$ cat src/rtl/vga_timing_gen_if.sv
// vga_timing_gen_if: bundle between the timing generator and the video pipeline.
//   run          : downstream -> generator, frame run/stop request
//   hcount/vcount: current pixel position
//   hsync/vsync  : sync outputs, polarity chosen by the generator parameters
//   hblnk/vblnk/de: blanking and data-enable for the position shown
//   pix_en/line_start/frame_start: single-cycle strobes
// master = generator side, slave = consumer side.
interface vga_timing_gen_if #(
    parameter int CNT_W = 11
);
    logic             run;
    logic [CNT_W-1:0] hcount;
    logic [CNT_W-1:0] vcount;
    logic             hsync;
    logic             vsync;
    logic             hblnk;
    logic             vblnk;
    logic             de;
    logic             pix_en;
    logic             line_start;
    logic             frame_start;

    modport master (
        input  run,
        output hcount, vcount, hsync, vsync, hblnk, vblnk, de,
               pix_en, line_start, frame_start
    );

    modport slave (
        output run,
        input  hcount, vcount, hsync, vsync, hblnk, vblnk, de,
               pix_en, line_start, frame_start
    );
endinterface

$ cat src/rtl/vga_timing_gen.sv
// vga_timing_gen: parametrised VGA timing generator.
// Produces pixel/line counters, sync, blanking, data-enable and pixel/line/
// frame strobes for the mode set by the parameters. Each pixel lasts PIX_DIV
// clk cycles. run only takes effect on frame boundaries: a stop request lets
// the current frame finish, a start request begins a frame the next cycle.
// Ports:
//   clk   : system clock
//   rst_n : synchronous active-low reset (returns to IDLE)
//   vif   : vga_timing_gen_if master (run in, all timing outputs out)
// All outputs are registered together, so every output in a given cycle
// describes the hcount/vcount shown in that same cycle.
module vga_timing_gen #(
    parameter int H_ACTIVE  = 800,
    parameter int H_FP      = 40,
    parameter int H_SYNC    = 128,
    parameter int H_BP      = 88,
    parameter int V_ACTIVE  = 600,
    parameter int V_FP      = 1,
    parameter int V_SYNC    = 4,
    parameter int V_BP      = 23,
    parameter bit HSYNC_POL = 1'b1,
    parameter bit VSYNC_POL = 1'b1,
    parameter int PIX_DIV   = 1,
    parameter int CNT_W     = 11
) (
    input  logic                  clk,
    input  logic                  rst_n,
    vga_timing_gen_if.master      vif
);
    localparam int H_TOTAL = H_ACTIVE + H_FP + H_SYNC + H_BP;
    localparam int V_TOTAL = V_ACTIVE + V_FP + V_SYNC + V_BP;
    localparam int PH_W    = (PIX_DIV > 1) ? $clog2(PIX_DIV) : 1;

    // Window edges kept one bit wider than the counters so an end edge equal
    // to 2^CNT_W (zero back porch at full range) does not wrap.
    localparam logic [CNT_W:0] H_ACT_E = (CNT_W+1)'(H_ACTIVE);
    localparam logic [CNT_W:0] HS_BEG  = (CNT_W+1)'(H_ACTIVE + H_FP);
    localparam logic [CNT_W:0] HS_END  = (CNT_W+1)'(H_ACTIVE + H_FP + H_SYNC);
    localparam logic [CNT_W:0] V_ACT_E = (CNT_W+1)'(V_ACTIVE);
    localparam logic [CNT_W:0] VS_BEG  = (CNT_W+1)'(V_ACTIVE + V_FP);
    localparam logic [CNT_W:0] VS_END  = (CNT_W+1)'(V_ACTIVE + V_FP + V_SYNC);
    localparam logic [CNT_W-1:0] H_LAST = CNT_W'(H_TOTAL - 1);
    localparam logic [CNT_W-1:0] V_LAST = CNT_W'(V_TOTAL - 1);
    localparam logic [PH_W-1:0]  PH_LAST = PH_W'(PIX_DIV - 1);

    if (H_TOTAL > (1 << CNT_W) || V_TOTAL > (1 << CNT_W)) begin : g_bad_cnt_w
        $error("vga_timing_gen: CNT_W too small for H_TOTAL/V_TOTAL");
    end
    if (PIX_DIV < 1 || PIX_DIV > 16) begin : g_bad_pix_div
        $error("vga_timing_gen: PIX_DIV must be 1..16");
    end

    typedef enum logic {IDLE, ACTIVE} state_t;

    state_t           state_q, state_d;
    logic [PH_W-1:0]  phase_q, phase_d;
    logic [CNT_W-1:0] hcount_q, hcount_d;
    logic [CNT_W-1:0] vcount_q, vcount_d;
    logic             hsync_q, hsync_d;
    logic             vsync_q, vsync_d;
    logic             hblnk_q, hblnk_d;
    logic             vblnk_q, vblnk_d;
    logic             de_q, de_d;
    logic             pix_en_q, pix_en_d;
    logic             line_start_q, line_start_d;
    logic             frame_start_q, frame_start_d;

    // Next position/state, then every output decoded from that next position
    // so the registered outputs line up with the registered counters.
    always_comb begin
        state_d  = state_q;
        phase_d  = phase_q;
        hcount_d = hcount_q;
        vcount_d = vcount_q;
        pix_en_d = 1'b0;

        case (state_q)
            IDLE: begin
                if (vif.run) begin
                    state_d  = ACTIVE;
                    pix_en_d = 1'b1;
                end
            end
            ACTIVE: begin
                if (phase_q == PH_LAST) begin
                    phase_d  = '0;
                    pix_en_d = 1'b1;
                    if (hcount_q == H_LAST) begin
                        hcount_d = '0;
                        if (vcount_q == V_LAST) begin
                            vcount_d = '0;
                            // Only frame boundary where run is honoured.
                            if (!vif.run) begin
                                state_d  = IDLE;
                                pix_en_d = 1'b0;
                            end
                        end else begin
                            vcount_d = vcount_q + CNT_W'(1);
                        end
                    end else begin
                        hcount_d = hcount_q + CNT_W'(1);
                    end
                end else begin
                    phase_d = phase_q + PH_W'(1);
                end
            end
            default: state_d = IDLE;
        endcase

        if (state_d == IDLE) begin
            phase_d  = '0;
            hcount_d = '0;
            vcount_d = '0;
        end

        hblnk_d = (state_d == IDLE) || ({1'b0, hcount_d} >= H_ACT_E);
        vblnk_d = (state_d == IDLE) || ({1'b0, vcount_d} >= V_ACT_E);
        de_d    = !hblnk_d && !vblnk_d;

        hsync_d = ~HSYNC_POL;
        vsync_d = ~VSYNC_POL;
        if (state_d == ACTIVE) begin
            if ({1'b0, hcount_d} >= HS_BEG && {1'b0, hcount_d} < HS_END)
                hsync_d = HSYNC_POL;
            // vcount only moves with hcount->0, so vsync follows the same edge.
            if ({1'b0, vcount_d} >= VS_BEG && {1'b0, vcount_d} < VS_END)
                vsync_d = VSYNC_POL;
        end

        line_start_d  = pix_en_d && (hcount_d == '0);
        frame_start_d = line_start_d && (vcount_d == '0);
    end

    always_ff @(posedge clk) begin
        if (!rst_n) begin
            state_q       <= IDLE;
            phase_q       <= '0;
            hcount_q      <= '0;
            vcount_q      <= '0;
            hsync_q       <= ~HSYNC_POL;
            vsync_q       <= ~VSYNC_POL;
            hblnk_q       <= 1'b1;
            vblnk_q       <= 1'b1;
            de_q          <= 1'b0;
            pix_en_q      <= 1'b0;
            line_start_q  <= 1'b0;
            frame_start_q <= 1'b0;
        end else begin
            state_q       <= state_d;
            phase_q       <= phase_d;
            hcount_q      <= hcount_d;
            vcount_q      <= vcount_d;
            hsync_q       <= hsync_d;
            vsync_q       <= vsync_d;
            hblnk_q       <= hblnk_d;
            vblnk_q       <= vblnk_d;
            de_q          <= de_d;
            pix_en_q      <= pix_en_d;
            line_start_q  <= line_start_d;
            frame_start_q <= frame_start_d;
        end
    end

    assign vif.hcount      = hcount_q;
    assign vif.vcount      = vcount_q;
    assign vif.hsync       = hsync_q;
    assign vif.vsync       = vsync_q;
    assign vif.hblnk       = hblnk_q;
    assign vif.vblnk       = vblnk_q;
    assign vif.de          = de_q;
    assign vif.pix_en      = pix_en_q;
    assign vif.line_start  = line_start_q;
    assign vif.frame_start = frame_start_q;
endmodule

$ cat src/flat_wrapper.sv
// flat-port wrapper written by rule: the top's interface ports become plain ports
module vga_timing_gen_flat 
#(
    parameter int H_ACTIVE  = 800,
    parameter int H_FP      = 40,
    parameter int H_SYNC    = 128,
    parameter int H_BP      = 88,
    parameter int V_ACTIVE  = 600,
    parameter int V_FP      = 1,
    parameter int V_SYNC    = 4,
    parameter int V_BP      = 23,
    parameter bit HSYNC_POL = 1'b1,
    parameter bit VSYNC_POL = 1'b1,
    parameter int PIX_DIV   = 1,
    parameter int CNT_W     = 11
)
  (clk, rst_n, vif_run, vif_hcount, vif_vcount, vif_hsync, vif_vsync, vif_hblnk, vif_vblnk, vif_de, vif_pix_en, vif_line_start, vif_frame_start);
  vga_timing_gen_if #(.CNT_W(CNT_W)) vif_i ();
  input  logic clk;
  input  logic rst_n;
  input wire logic [$bits(vif_i.run)-1:0] vif_run;
  output wire logic [$bits(vif_i.hcount)-1:0] vif_hcount;
  output wire logic [$bits(vif_i.vcount)-1:0] vif_vcount;
  output wire logic [$bits(vif_i.hsync)-1:0] vif_hsync;
  output wire logic [$bits(vif_i.vsync)-1:0] vif_vsync;
  output wire logic [$bits(vif_i.hblnk)-1:0] vif_hblnk;
  output wire logic [$bits(vif_i.vblnk)-1:0] vif_vblnk;
  output wire logic [$bits(vif_i.de)-1:0] vif_de;
  output wire logic [$bits(vif_i.pix_en)-1:0] vif_pix_en;
  output wire logic [$bits(vif_i.line_start)-1:0] vif_line_start;
  output wire logic [$bits(vif_i.frame_start)-1:0] vif_frame_start;
  assign vif_i.run = vif_run;
  assign vif_hcount = vif_i.hcount;
  assign vif_vcount = vif_i.vcount;
  assign vif_hsync = vif_i.hsync;
  assign vif_vsync = vif_i.vsync;
  assign vif_hblnk = vif_i.hblnk;
  assign vif_vblnk = vif_i.vblnk;
  assign vif_de = vif_i.de;
  assign vif_pix_en = vif_i.pix_en;
  assign vif_line_start = vif_i.line_start;
  assign vif_frame_start = vif_i.frame_start;
  vga_timing_gen #(.H_ACTIVE(H_ACTIVE), .H_FP(H_FP), .H_SYNC(H_SYNC), .H_BP(H_BP), .V_ACTIVE(V_ACTIVE), .V_FP(V_FP), .V_SYNC(V_SYNC), .V_BP(V_BP), .HSYNC_POL(HSYNC_POL), .VSYNC_POL(VSYNC_POL), .PIX_DIV(PIX_DIV), .CNT_W(CNT_W)) u_core (.clk(clk), .rst_n(rst_n), .vif(vif_i));
endmodule
$ cat config.mk
export PLATFORM = sky130hd
export DESIGN_NAME = vga_timing_gen_flat
export DESIGN_NICKNAME = d
export VERILOG_FILES = /design/src/rtl/vga_timing_gen_if.sv /design/src/rtl/vga_timing_gen.sv /design/src/flat_wrapper.sv
export SDC_FILE = /design/constraint.sdc
export NUM_CORES = 1
export LEC_CHECK = 0
export BUFFER_PORTS_ARGS = -buffer_cell sky130_fd_sc_hd__buf_4
export CAP_MARGIN = 15
export CORE_MARGIN = 8
export CORE_UTILIZATION = 52
export CTS_BUF_LIST = sky130_fd_sc_hd__clkbuf_8
export CTS_CLUSTER_SIZE = 12
export DETAILED_ROUTE_END_ITERATION = 10
export PLACE_DENSITY = 0.78
export SKIP_LAST_GASP = 1
export SLEW_MARGIN = 20
export SYNTH_ARGS = -nofsm -noshare
export SYNTH_HDL_FRONTEND = slang
export SYNTH_SLANG_ARGS = --single-unit
$ cat constraint.sdc
create_clock -name clk -period 2.5 [get_ports clk]
set_input_delay 0.25 -clock clk [delete_from_list [all_inputs] [get_ports clk]]
set_output_delay 0.25 -clock clk [all_outputs]
set_load 0.01 [all_outputs]
# After elaboration in Yosys (flattened, before gate mapping)
# Index checks and enable logic that the tools add are counted.
[word_totals] in_bits=3 register_bits=32
[classes] magnitude_cmp=6 n_bitwise=2 n_mux=19 n_addsub=3 n_eq_ne=2 reduce_logical=12
[ops] cell="11-bit two-way mux" n=9
[ops] cell="11-bit by 10-bit >= comparator with 1-bit output, second input constant" n=4
[ops] cell="11-bit by 1-bit adder with 11-bit output, second input constant" n=2
[ops] cell="11-bit zero test" n=2
[ops] cell="11-bit by 10-bit less-than comparator with 1-bit output, second input constant" n=2
[ops] cell="11-bit by 10-bit equality test with 1-bit output, second input constant" n=1
[ops] cell="11-bit equality test, second input constant" n=1
[ops] cell="1-bit two-way mux" n=8
[ops] cell="1-bit logical AND" n=5
[ops] cell="1-bit one-hot mux with 2 select lines" n=2
[ops] cell="1-bit zero test" n=2
[ops] cell="1-bit logical OR" n=2
[ops] cell="1-bit NOT" n=2
[ops] cell="2-bit AND reduction" n=1
[ops] cell="1-bit adder, second input constant" n=1

# Depth between registers and ports, before layout
# Gate-level depths: netlist of the first run.
[logic_depth] ltp_word=10 ltp_mapped=11

# Least setup slack after synthesis of the first run
# OpenSTA, ideal clock, no wires.
[synth_timing] path_type="register to register" start="reg u_core.hcount_q[0] (netlist: u_core.vif.hcount[0])" end="reg u_core.frame_start_q (netlist: u_core.vif.frame_start)" synth_period_minus_slack_ns=2.779 path_stages_with_launch=11 t_arrival_ns=2.688 setup_ns=0.091 slack_ns=-0.279 path_cell_list="dfxtp_1 -> ha_1 -> buf_2 -> nand4bb_4 -> or4_4 -> buf_6 -> nor3_1 -> xnor2_1 -> nor2_1 -> or4_1 -> nor4bb_1"
[synth_via] elab_chain_len=8 elab_cells_between_ends=19 classes_between="add/sub: 1; eq/ne: 1; mux: 13; reduce/logical: 4"
[synth_rtl] element="start, declared" line="vga_timing_gen.sv:57" text="logic [CNT_W-1:0] hcount_q, hcount_d;"
[synth_rtl] element="start signal, assigned" line="vga_timing_gen.sv:151" text="hcount_q <= hcount_d;"
[synth_rtl] element="11-bit by 1-bit adder with 11-bit output / 11-bit equality test (equally long branches)" line="vga_timing_gen.sv:101, vga_timing_gen.sv:88"
[synth_rtl] element="11-bit two-way mux / 1-bit two-way mux (equally long branches)" line="vga_timing_gen.sv:88" text="if (hcount_q == H_LAST) begin"
[synth_rtl] element="11-bit two-way mux / 1-bit two-way mux (equally long branches)" line="vga_timing_gen.sv:85" text="if (phase_q == PH_LAST) begin"
[synth_rtl] element="11-bit two-way mux / 1-bit one-hot mux with 2 select lines (equally long branches)" line="vga_timing_gen.sv:77" text="case (state_q)"
[synth_rtl] element="11-bit two-way mux" line="vga_timing_gen.sv:110" text="if (state_d == IDLE) begin"
[synth_rtl] element="11-bit zero test" line="vga_timing_gen.sv:130" text="line_start_d = pix_en_d && (hcount_d == '0);"
[synth_rtl] element="1-bit logical AND" line="vga_timing_gen.sv:130"
[synth_rtl] element="1-bit logical AND (*)" line="vga_timing_gen.sv:131" text="frame_start_d = line_start_d && (vcount_d == '0);"
[synth_rtl] element="end signal, assigned" line="vga_timing_gen.sv:160" text="frame_start_q <= frame_start_d;"
[synth_rtl] element="end, declared" line="vga_timing_gen.sv:66" text="logic frame_start_q, frame_start_d;"
# Every way passes the cells marked *; elsewhere a longest branch is shown, timed or not.
# A chain may end at the register's enable or synchronous reset.

# Final worst setup path of the first run
[layout_timing] start="reg u_core.hcount_q[8] (netlist: u_core.vif.hcount[8])" end="reg u_core.frame_start_q (netlist: u_core.vif.frame_start)"
# Same word-level chain as after synthesis.

==> impl_results.md, run 1 <==
- Pwr Total: 0.961 mW
- Vias: 1820
- Fill cells: 273
- Status: completed
- Global-route wire length before repair: 7850 um
- IO Port Bufs: 32
- Layout cells sized above 1: 0.297
- RR Startpoint: u_core.vif.hcount[8]
- Initial Util: 0.535
- Multiplexer share of the synthesized area: 0.00570
- Ys async rst share: 0
- GRT overflow: 0
- Crit end category: flop
- Via density: 5.65
- Worst hold margin: 0.211 ns
- CTS tree: built
- Multi-input logic area: 1130 sq um
- Setup crit start kind: flop
- Row cnt: 21
- Ant. Diodes: 0
- Final Slew Violations: 0
- Post-synthesis adder-cell area fraction: 0.0142
- Initial antenna violation count: 0
- Post-Synth XOR/XNOR Area: 0.0897
- Skew-Pair Late Insertion Delay: 0.28 ns
- Routed wire per std cell: 14.6 um
- Tcrit/Tclk final: 0.995
- Total iterations of the first detailed-routing run: 4
- Synth Area in Compound Gates: 0.161
- TNS Setup: 0 ns
- Total CTS buffers: 5
- Largest family of logic cells by synthesized area: simple AND/OR/NAND/NOR gates
- Largest net degree at the start of global routing: 16
- Post-synthesis simple-gate area fraction: 0.349
- Vias in the first global route: 1748
- Detailed Route Iter0 Violations: 173
- CP Max Fanout: 14
- Synth Net Count: 226
- Min cycle time layout: 2.49 ns
- Crit path arrival time: 2.68 ns
- Detailed Place HPWL: 3710 um
- Final instance area: 2320 sq um
- Crit path required time: 2.69 ns
- Area Growth Syn to Fin: 32.1%
- Synth cell types: 49
- Fin nets: 280
- Total Routing Usage GR: 0.184
- Hold_sp: rst_n
- VDD IR max: 234 uV
- RSZ-0062 raised after global routing: yes
- Yosys top cell by area: dfxtp_1
- Final Util: 0.706
- Worst Max-Slew Pin Slew: 0.371 ns
- Max-Cap Viols: 0
- DIE AREA: 5490 sq um
- Residual DRC: 0
- Max transition margin: 0.751
- Ys Warns: 0
- Reg clk slew, reported paths: 0.06 ns
- DP Area: 2220 sq um
- Final Hold Viols: 0
- Crit path from: u_core.vif.hcount[8]
- Antenna-violating nets left: 0
- Fmax achieved: 402 MHz
- Layout Skew: 0.00260 ns
- Switching pwr: 0.222 mW
- Total wire length: 4700 um
- Mapped cell area: 1760 sq um
- TritonCTS Sinks: 30
- IO Pins: 33
- Max clock buf depth: 2
- Syn Inst Count: 221
- Final Setup Violations: 0
- RD Place Congestion: 0.953
- Chip Width: 74.1 um
- CP Class: reg2reg
- Core Area: 3280 sq um
- Yosys top cell area share: 0.342
- Top post-synthesis cells by area: dfxtp_1, xnor2_1, nor2_1
- Sequential Power Share: 0.510
- H-Tree Depth: 2
- Syn_area_per_cell: 7.95 sq um
- CTS root buffer: clkbuf_8
- FF/Latch Area: 608 sq um
- EDFF count, synth: 0
- Comb pwr share: 0.080
- Total internal power: 0.739 mW
- Net switching fraction of the power: 0.231
- Die height: 74.1 um
- Hold Path Class: in2reg
- Clk pwr share: 0.410
- Ys flop type: dfxtp_1
- FF+latch count, synth: 30
- Pleak: 0.967 nW
- Sequential fraction of the synthesis area: 0.342
- PwrDens: 414 nW/um^2
-- worst paths after layout --
kind	to	slack [ns]	cells past startpoint
hold reg to reg	u_core.vif.vcount[7]	0.55	2
hold / removal	u_core.vif.vcount[5]	0.21	2
setup / recovery	u_core.vif.frame_start	0.01	7
setup reg to reg	u_core.vif.frame_start	0.01	7
-- critical path: stages, from the launching register on --
cell and delay, ns:
dfxtp_1 0.31, or2_4 0.26, or4_4 0.63, nor3_2 0.23
xnor2_1 0.17, nor2_1 0.08, or4_1 0.46, nor4bb_1 0.26
-- area by class of cell --
class	count	share of cell area
Tap cell	46	0.0248
Clock inverter	2	0.00378
Timing Repair Buffer	55	0.178
Inverter	6	0.00971
Multi-Input combinational cell	177	0.486
Clock buffer	6	0.0356
Sequential cell	30	0.262
-- cell usage after synthesis, drive strengths merged (6+ instances only) --
library cell  count
dfxtp            30
nor2             25
nand2            18
a21oi            16
o21ai            14
nand3            13
nor3             13
xnor2            11
nand4             9
buf               8
xor2              7
inv               6
nor4              6
-- logic make-up (layout without fill, tap and decap cells) --
family / count (synthesis) / after routing
simple gates: 110 / 110
buf+inv: 14 / 69
xor+xnor: 18 / 18
mux: 1 / 1
compound gates: 46 / 46
flops: 30 / 30
fa+ha+maj: 2 / 2
-- state kept, by name, indices dropped and copies added, names as in the netlist --
signal and cells:
u_core.vif.hcount 11, u_core.vif.frame_start 1, u_core.vif.line_start 1, u_core.vif.hsync 1, u_core.vif.vsync 1, u_core.vif.hblnk 1
u_core.vif.pix_en 1, u_core.vif.vblnk 1, u_core.vif.vcount 11, u_core.vif.de 1
-- metal layers --
metal	global-route usage	wire length (um)	share of wire	up-vias
met4	0.0865	102	0.022	0
met1	0.205	1970	0.42	830
met3	0.0458	280	0.060	12
met5	0	0	0	-
li1	-	-	-	914
met2	0.319	2340	0.50	64
-- stage by stage --
step / instances / worst slack, ns
floorplan: 221 / 0.0173
global placement: 314 / 0.0889
detailed placement: 314 / 0.0296
CTS: 322 / -0.00481
global route: 322 / -0.160
finish: 322 / 0.0126
-- cell usage in the layout (no fill, tap or decap), types with 2 or more instances in the layout --
cell and count:
o21bai_1 2, dfxtp_1 28, nor4_1 4, a21oi_1 16, nor4_2 2, or3_1 2, or4_1 3, xor2_1 7
nand4_1 9, nand2_1 18, buf_4 55, xnor2_1 11, and3_1 3, o21ai_0 12, a31o_2 2, nor2b_1 3
nor3_1 11, clkbuf_8 6, nor2_1 25, and3b_1 2, or2_2 3, dfxtp_4 2, nor4bb_1 2, o21ai_2 2
nand3_1 13, inv_1 7
-- power groups by stage --
stage               sequential, mW  clock [mW]  combinational (mW)
finish                       0.490       0.394              0.0771
global placement             0.500           0              0.0764
CTS                          0.490       0.397              0.0770
global route                 0.491       0.422              0.0847
floorplan                    0.508           0              0.0322
detailed placement           0.501           0              0.0770
-- timing repair --
| item | in CTS | in global routing |
|---|---|---|
| buffers inserted | 0 | 0 |
| endpoints found under the setup margin | 1 | 2 |
| hold buffers | 0 | 0 |
| gates resized for setup | 0 | 2 |
Power figures use the tool's default switching activity.
==> run 2, diff against run 1 <==
--- a/config.mk
+++ b/config.mk
@@ -7,6 +7,7 @@
 export LEC_CHECK = 0
 export BUFFER_PORTS_ARGS = -buffer_cell sky130_fd_sc_hd__buf_4
 export CAP_MARGIN = 15
+export CORE_ASPECT_RATIO = 0.5
 export CORE_MARGIN = 8
 export CORE_UTILIZATION = 52
 export CTS_BUF_LIST = sky130_fd_sc_hd__clkbuf_8
==> run 2 against run 1 <==
Effect of this change: critical endpoint unchanged; worst setup slack improved by 0.056 ns; power increased by 8.8%; clock power increased by 21%; final area increased by 0.92%; combinational power about the same; flip-flop and latch count unchanged; via count increased by 1.8%; worst hold slack improved by 0.0091 ns; maximum frequency increased by 2.3%; critical path depth unchanged; die area increased by 2.1%; highest routed layer unchanged.
==> impl_results.md, run 2 (same netlist as run 1, synthesis figures left out) <==
- Fin nets: 282
- Most common cell after layout, fill and taps aside: buf_4
- Via density: 5.79
- Hold Path Class: in2reg
- TNS Setup: 0 ns
- Min cycle time layout: 2.43 ns
- Initial antenna violation count: 0
- Die height: 57.1 um
- Vias in the first global route: 1727
- Final Util: 0.701
- TritonCTS Sinks: 30
- Detailed Route Iter0 Violations: 131
- CP Class: reg2reg
- Worst hold margin: 0.220 ns
- Row cnt: 15
- Layout Skew: 0.00692 ns
- Total Routing Usage GR: 0.177
- H-Tree Depth: 2
- Dpl cells: 312
- Area Growth Syn to Fin: 33.3%
- CTS tree: built
- IO Pins: 33
- VDD IR max: 185 uV
- Tcrit/Tclk final: 0.972
- Post-CTS sizing: 0
- Initial Util: 0.526
- Hold buffers post-CTS: 0
- RSZ-0062 raised after global routing: yes
- Hold depth: 2
- Total iterations of the first detailed-routing run: 5
- Max-Cap Viols: 0
- Reg2reg setup slack: 0.07 ns
- Max transition margin: 0.658
- CP Max Fanout: 14
- DIE AREA: 5610 sq um
- Final Slew Violations: 0
- IO Port Bufs: 32
- Critical path's largest stage delay: 0.63 ns
- Residual DRC: 0
- Global-route wire length before repair: 8110 um
- Final Hold Viols: 0
- Ant. Diodes: 0
- PwrDens: 447 nW/um^2
- Worst R2R Path Depth: 7
- Total wire length: 4880 um
- Skew-Pair Late Insertion Delay: 0.28 ns
- Most frequent cells in the layout: buf_4, dfxtp_1, nor2_1
- Largest net degree at the start of global routing: 16
- Crit end category: flop
- Worst Max-Slew Pin Slew: 0.509 ns
- Slowest-stage cell, CP: or4_4
- Reg clk slew, reported paths: 0.07 ns
- Chip Width: 98.2 um
- Total CTS buffers: 5
- Layout cells sized above 1: 0.302
- Pwr Total: 1.05 mW
- Antenna-violating nets left: 0
- Vias: 1852
- Setup crit start kind: flop
- Status: completed
- RD Place Congestion: 0.957
- Core Area: 3340 sq um
- Worst path cell trace: or2_4 > or4_4 > nor3_2 > xnor2_1 > nor2_1 > or4_1 > nor4bb_1
- Final Setup Violations: 0
- Max clock buf depth: 2
- GRT overflow: 0
- CTS root buffer: clkbuf_8
- Fmax achieved: 411 MHz
- Crit path required time: 2.69 ns
- Pleak: 0.981 nW
- Detailed Place HPWL: 3770 um
- Crit path arrival time: 2.62 ns
- Setup Buffers After CTS: 0
- Non-Filler Instances: 320
- Routed wire per std cell: 15.2 um
## run 2: stage by stage
| stage | setup WS, ns | cell area (sq um) |
|---|---|---|
| CTS | 0.0648 | 2340 |
| global placement | 0.0905 | 2230 |
| finish | 0.0691 | 2340 |
| detailed placement | 0.0761 | 2230 |
| global route | -0.110 | 2340 |
| floorplan | 0.0173 | 1800 |
## run 2: worst paths after layout
check | from | end
setup / recovery | u_core.vif.hcount[8] | u_core.vif.frame_start
hold / removal | rst_n | u_core.vif.vcount[5]
setup reg to reg | u_core.vif.hcount[8] | u_core.vif.frame_start
hold reg to reg | u_core.vif.vcount[7] | u_core.vif.vcount[7]
## run 2: area by class of cell
cell class / count / area, sq um
Multi-Input combinational cell: 177 / 1120
Fill cell: 270 / 1000
Sequential cell: 30 / 608
Timing Repair Buffer: 57 / 428
Clock buffer: 5 / 68.8
Tap cell: 42 / 52.6
Clock inverter: 3 / 40.0
Inverter: 6 / 22.5
## run 2: power by group
| part | leakage [nW] | switching, mW | internal, mW |
|---|---|---|---|
| logic | 0.678 | 0.0426 | 0.0348 |
| clock network | 0.0579 | 0.185 | 0.293 |
| registers | 0.245 | 0.00376 | 0.486 |
| total | 0.981 | 0.231 | 0.814 |
## run 2: worst max-delay path: cells and delay by family, from the launching register on
kind,cells,cell delay [ns]
xor gates and xnor gates,1,0.17
and+or+nand+nor,6,1.88
DFF,1,0.31
## run 2: routing by layer
metal  vias up  global-route usage  part of all wire
li1        918                   -                 -
met1       843               0.220              0.45
met2        82               0.295              0.46
met3         9              0.0485             0.074
met4         0              0.0540             0.012
met5         -                   0                 0
